$ cat src/rtl/vagu_pkg.sv
// Shared definitions for the vector register-group address generator:
// vlmul encodings, group-size helper and FSM state type.
package vagu_pkg;

  localparam logic [2:0] LMUL1     = 3'b000;
  localparam logic [2:0] LMUL2     = 3'b001;
  localparam logic [2:0] LMUL4     = 3'b010;
  localparam logic [2:0] LMUL8     = 3'b011;
  localparam logic [2:0] FRAC_MASK = 3'b100;

  // Wide enough for the illegal widened LMUL8 case (16) so it can be flagged.
  localparam int unsigned GROUP_W = 5;

  typedef enum logic {
    IDLE  = 1'b0,
    ISSUE = 1'b1
  } state_e;

  function automatic logic [GROUP_W-1:0] group_size(input logic [2:0] vlmul,
                                                    input logic       widen);
    logic [GROUP_W-1:0] g;
    if ((vlmul & FRAC_MASK) != 3'b000) g = GROUP_W'(1);
    else                               g = GROUP_W'(1) << vlmul[1:0];
    if (widen) g = g << 1;
    return g;
  endfunction

endpackage

$ cat src/rtl/vagu_cfg_decode.sv
// Decodes a request into its last beat index and a reject flag
// (oversized widened group or base not aligned to the group size).
module vagu_cfg_decode
  import vagu_pkg::*;
#(
  parameter int unsigned ADDR_WIDTH    = 5,
  parameter int unsigned MAX_GROUP_LOG = 3
) (
  input  logic [ADDR_WIDTH-1:0]    base_addr,
  input  logic [2:0]               vlmul,
  input  logic                     widen,
  input  logic [MAX_GROUP_LOG:0]   reg_count,
  output logic [MAX_GROUP_LOG-1:0] last_idx,
  output logic                     reject
);

  logic [31:0] g32;
  logic [31:0] rc32;
  logic [31:0] base32;
  logic [31:0] n32;

  always_comb begin
    g32    = 32'(group_size(vlmul, widen));
    rc32   = 32'(reg_count);
    base32 = 32'(base_addr);
    // vl trims the group; zero or an oversized count means the whole group
    n32    = ((rc32 == 32'd0) || (rc32 >= g32)) ? g32 : rc32;
    last_idx = MAX_GROUP_LOG'(n32 - 32'd1);
    reject = (widen && (vlmul == LMUL8)) || ((base32 & (g32 - 32'd1)) != 32'd0);
  end

endmodule

$ cat src/rtl/vreg_group_agu.sv
// Vector register-group address generator: accepts one group request and
// streams its register addresses, one per accepted beat.
module vreg_group_agu
  import vagu_pkg::*;
#(
  parameter int unsigned ADDR_WIDTH    = 5,
  parameter int unsigned MAX_GROUP_LOG = 3
) (
  input  logic                   clk,
  input  logic                   rst,
  input  logic                   start_valid,
  output logic                   start_ready,
  input  logic [ADDR_WIDTH-1:0]  base_addr,
  input  logic [2:0]             vlmul,
  input  logic                   widen,
  input  logic [MAX_GROUP_LOG:0] reg_count,
  input  logic                   abort,
  output logic [ADDR_WIDTH-1:0]  addr_out,
  output logic                   addr_valid,
  input  logic                   addr_ready,
  output logic                   addr_last,
  output logic                   idle,
  output logic                   err
);

  state_e                   state_q, state_d;
  logic [MAX_GROUP_LOG-1:0] cnt_q, cnt_d, cnt_inc;
  logic [MAX_GROUP_LOG-1:0] last_idx_q, last_idx_d;
  logic [MAX_GROUP_LOG-1:0] cfg_last_idx;
  logic                     cfg_reject;
  logic [ADDR_WIDTH-1:0]    addr_d;
  logic                     valid_d, last_d, idle_d, err_d;

  assign start_ready = idle;

  vagu_cfg_decode #(
    .ADDR_WIDTH   (ADDR_WIDTH),
    .MAX_GROUP_LOG(MAX_GROUP_LOG)
  ) u_cfg_decode (
    .base_addr(base_addr),
    .vlmul    (vlmul),
    .widen    (widen),
    .reg_count(reg_count),
    .last_idx (cfg_last_idx),
    .reject   (cfg_reject)
  );

  // State and output registers
  always_ff @(posedge clk or posedge rst) begin
    if (rst) begin
      state_q    <= IDLE;
      cnt_q      <= '0;
      last_idx_q <= '0;
      addr_out   <= '0;
      addr_valid <= 1'b0;
      addr_last  <= 1'b0;
      idle       <= 1'b1;
      err        <= 1'b0;
    end else begin
      state_q    <= state_d;
      cnt_q      <= cnt_d;
      last_idx_q <= last_idx_d;
      addr_out   <= addr_d;
      addr_valid <= valid_d;
      addr_last  <= last_d;
      idle       <= idle_d;
      err        <= err_d;
    end
  end

  // Next-state and next-output logic
  always_comb begin
    state_d    = state_q;
    cnt_d      = cnt_q;
    last_idx_d = last_idx_q;
    addr_d     = addr_out;
    valid_d    = addr_valid;
    last_d     = addr_last;
    idle_d     = idle;
    err_d      = 1'b0;
    cnt_inc    = cnt_q + MAX_GROUP_LOG'(1);

    case (state_q)
      IDLE: begin
        if (start_valid && start_ready) begin
          if (cfg_reject) begin
            err_d = 1'b1;
          end else begin
            state_d    = ISSUE;
            cnt_d      = '0;
            last_idx_d = cfg_last_idx;
            addr_d     = base_addr;
            valid_d    = 1'b1;
            last_d     = (cfg_last_idx == '0);
            idle_d     = 1'b0;
          end
        end
      end
      ISSUE: begin
        // Abort wins over a same-cycle beat acceptance
        if (abort || (addr_ready && (cnt_q == last_idx_q))) begin
          state_d = IDLE;
          cnt_d   = '0;
          valid_d = 1'b0;
          last_d  = 1'b0;
          idle_d  = 1'b1;
        end else if (addr_ready) begin
          cnt_d  = cnt_inc;
          addr_d = addr_out + ADDR_WIDTH'(1);
          last_d = (cnt_inc == last_idx_q);
        end
      end
      default: begin
        state_d = IDLE;
        valid_d = 1'b0;
        last_d  = 1'b0;
        idle_d  = 1'b1;
      end
    endcase
  end

endmodule
$ cat config.mk
export PLATFORM = sky130hd
export DESIGN_NAME = vreg_group_agu
export DESIGN_NICKNAME = d
export VERILOG_FILES = /design/src/rtl/vagu_pkg.sv /design/src/rtl/vagu_cfg_decode.sv /design/src/rtl/vreg_group_agu.sv
export SDC_FILE = /design/constraint.sdc
export NUM_CORES = 1
export LEC_CHECK = 0
export CAP_MARGIN = 10
export CORE_MARGIN = 2
export CORE_UTILIZATION = 51
export DETAILED_ROUTE_END_ITERATION = 16
export MAX_ROUTING_LAYER = met4
export PLACE_DENSITY = 0.8
export SLEW_MARGIN = 20
export SYNTH_ARGS = -nofsm -noshare
export SYNTH_HDL_FRONTEND = slang
export SYNTH_SLANG_ARGS = --single-unit
$ cat constraint.sdc
create_clock -name clk -period 2 [get_ports clk]
set_input_delay 0.4 -clock clk [delete_from_list [all_inputs] [get_ports clk]]
set_output_delay 0.4 -clock clk [all_outputs]
set_load 0.01 [all_outputs]
==> results.json <==
{
  "cts_made_buffers": 3,
  "grt.overflow.total": 0,
  "status": "finished with violations",
  "met1Wirelength_um": 2380,
  "slew_headroom": 0.567,
  "p_per_area_nw_per_um2": 947,
  "final_period_minus_worst_setup_slack_ps": 2760,
  "critical_path_class": "in -> reg",
  "grt_antenna_before_repair": 0,
  "worst_hold_slack_ps": 475,
  "cts_root_buf": "clkbuf_4",
  "final_cell_mix": "buf_4, clkdlybuf4s50_1, dfrtp_1",
  "synthFlopType": "dfrtp_1",
  "cap_violations": 0,
  "fin_util": 0.902,
  "ios": 28,
  "finalWirelength_um": 6320,
  "leakage_nw": 0.991,
  "grt_pass1_wl_um": 8180,
  "grt_max_degree": 17,
  "netlist_instances": 144,
  "nets": 250,
  "finalHoldViolations": 0,
  "pwr-share-comb": 0.608,
  "grt_pass1_vias": 1655,
  "synth_area_per_cell_sq_um": 9.65,
  "ctsHoldBuffers": 0,
  "wl_met2_um": 3020,
  "core_area_sq_um": 2520,
  "die_h_um": 56.2,
  "finalSetupViolCount": 16,
  "synth_nets": 170,
  "cts_buffer_depth": 2,
  "ys_types": 53,
  "sequentialPowerShare": 0.303,
  "hold_class": "in -> async",
  "period_share": 1.38,
  "internal-power_w": 0.00122,
  "ff2ff_setup_slack_ps": -190,
  "tritoncts": "done",
  "worst-path-buf-inv": 2,
  "drtIter0Drc": 135,
  "drc": 0,
  "setup_ws_ps": -758,
  "vias": 1691,
  "rsz0062_at_grt": "yes",
  "ys_warn_count": 0,
  "worstMarginPinSlew_ps": 648,
  "critPathTopFamily": "compound AO/OA/AOI/OAI gates",
  "crit_path_end_kind": "flop",
  "antenna_cells": 0,
  "critical_path.max_fanout": 5,
  "layout_commonest_cell": "buf_4",
  "clkTransAtPathRegs_ps": 110,
  "power_frac_clock": 0.089,
  "htreeDepth": 1,
  "dieArea_sq_um": 3160,
  "cp_data_required_time_ps": 2210,
  "wl_per_cell_um": 25.0,
  "fp.dieW_um": 56.2,
  "top_layer_used": "met4",
  "p_total_w": 0.00216,
  "portBuffers": 27,
  "violations": "negative setup slack",
  "rr_endpoint": "addr_out[1]$_DFFE_PP0P_",
  "yosysSeqAreaShare": 0.289,
  "synth-edff-count": 0,
  "cts_sinks": 16,
  "first_pass_iters": 5,
  "slew_viol_final": 0,
  "dp_hpwl_um": 3110,
  "drive_gt1_frac": 0.453,
  "start_kind": "input port",
  "crit_chain": "buf_8, nor2_4, mux2i_1, o21ai_1, inv_1, ha_1, a211o_1, o21bai_2, o21bai_1, a22oi_2, ha_2, and3_4, mux2i_1, a31oi_1",
  "synth_area_sq_um": 1390,
  "syn_to_final_growth_pct": 63.7,
  "clk_latency_ps": 300,
  "max_freq_ghz": 0.363,
  "setup_tns_ps": -8830,
  "yosys_register_bits": 16,
  "cp_common_cell": "mux2i_1",
  "n_fill_cell": 101,
  "skew_ps": 17.2,
  "switching_share": 0.433,
  "initial_core_util": 0.551,
  "antenna_left": 0,
  "grt_use_total": 0.344,
  "rows": 18,
  "worstRegToRegCells": 7,
  "worstReg2RegStart": "state_q$_DFF_PP0_",
  "crit_arrival_ps": 2970,
  "vdd_drop_max_v": 0.00103,
  "async_reset_ff_frac": 1.00,
  "power.switching_w": 0.000933,
  "slowest_delay_ps": 310,
  "routabilityCongestion": 0.873,
  "dp_slack_ps": -1400,
  "crit_path_top_delay_cell": "ha_1",
  "via_per_inst": 6.68,
  "dr_wl_met3_um": 474
}
==> registers in the layout, summed over array words and instances (netlist names) <==
name and cells:
addr_last 1, addr_out 5, addr_valid 1, cnt_q 3
err 1, idle 1, last_idx_q 3, state_q 1
==> worst max-delay path by stage <==
stage / from / end / depth (start not counted)
floorplan: vlmul[0] / last_idx_q[2]$_DFFE_PP0P_ / 13
global placement: vlmul[0] / last_idx_q[2]$_DFFE_PP0P_ / 13
detailed placement: vlmul[0] / addr_last$_DFFE_PP0P_ / 13
CTS: widen / addr_last$_DFFE_PP0P_ / 14
global route: widen / addr_last$_DFFE_PP0P_ / 14
finish: widen / addr_last$_DFFE_PP0P_ / 14
==> synth_stat cells (all sizes together), types with 3 or more instances <==
master,count,area [sq um]
nor2b,3,18.8
a21oi,5,28.8
o21ai,8,51.3
inv,12,45.1
or2,3,18.8
o21bai,4,37.5
nor3,4,20.0
o22ai,3,32.5
nand2,10,37.5
xor2,5,43.8
dfrtp,15,375
o31ai,3,22.5
nand3,4,20.0
mux2i,4,40.0
buf,4,41.3
nor2,8,46.3
nand4,3,18.8
o211ai,3,22.5
ha,8,100
==> final cells by class <==
cell class / count / area [sq um] / share of cell area
tap: 30 / 37.5 / 0.0165
timing repair buffer: 80 / 699 / 0.307
sequential: 16 / 402 / 0.176
multi-input combinational: 111 / 1070 / 0.468
clock buffer: 4 / 26.3 / 0.0115
inverter: 12 / 45.0 / 0.0198
==> power groups by stage <==
stage | Clock [W] | Combinational [W] | Sequential [W]
floorplan | 0 | 0.000560 | 0.000624
global placement | 0 | 0.00101 | 0.000604
detailed placement | 0 | 0.00105 | 0.000612
CTS | 0.000189 | 0.00114 | 0.000607
global route | 0.000202 | 0.00137 | 0.000662
finish | 0.000192 | 0.00131 | 0.000653
==> metrics by stage <==
stage | std cells | area [sq um]
floorplan | 144 | 1440
detailed placement | 241 | 2040
CTS | 251 | 2200
finish | 253 | 2280
global placement | 241 | 2040
global route | 253 | 2280
==> repair_timing <==
action                                  in CTS  in global routing
endpoints found under the setup margin      16                 15
pin swaps                                   22                  6
gates resized for setup                     40                 12
buffers inserted                            15                  4
==> layer usage <==
layer  up-vias  global-route usage
li1        698                   -
met1       803               0.385
met2       146               0.632
met3        44              0.0488
met4         0              0.0918
met5         -                   -
==> cells by family (layout without fill, tap and decap cells) <==
group,after synthesis,count (layout),share of synthesized area
adders and majority gates,8,8,0.0720
DFF,16,16,0.289
muxes,6,6,0.0504
buffers and inverters,17,96,0.0648
and+or+nand+nor,43,43,0.176
xor gates and xnor gates,7,7,0.0441
AOI/OAI and AO/OA,47,47,0.304
No activity file was read; power rests on OpenSTA's default activity.
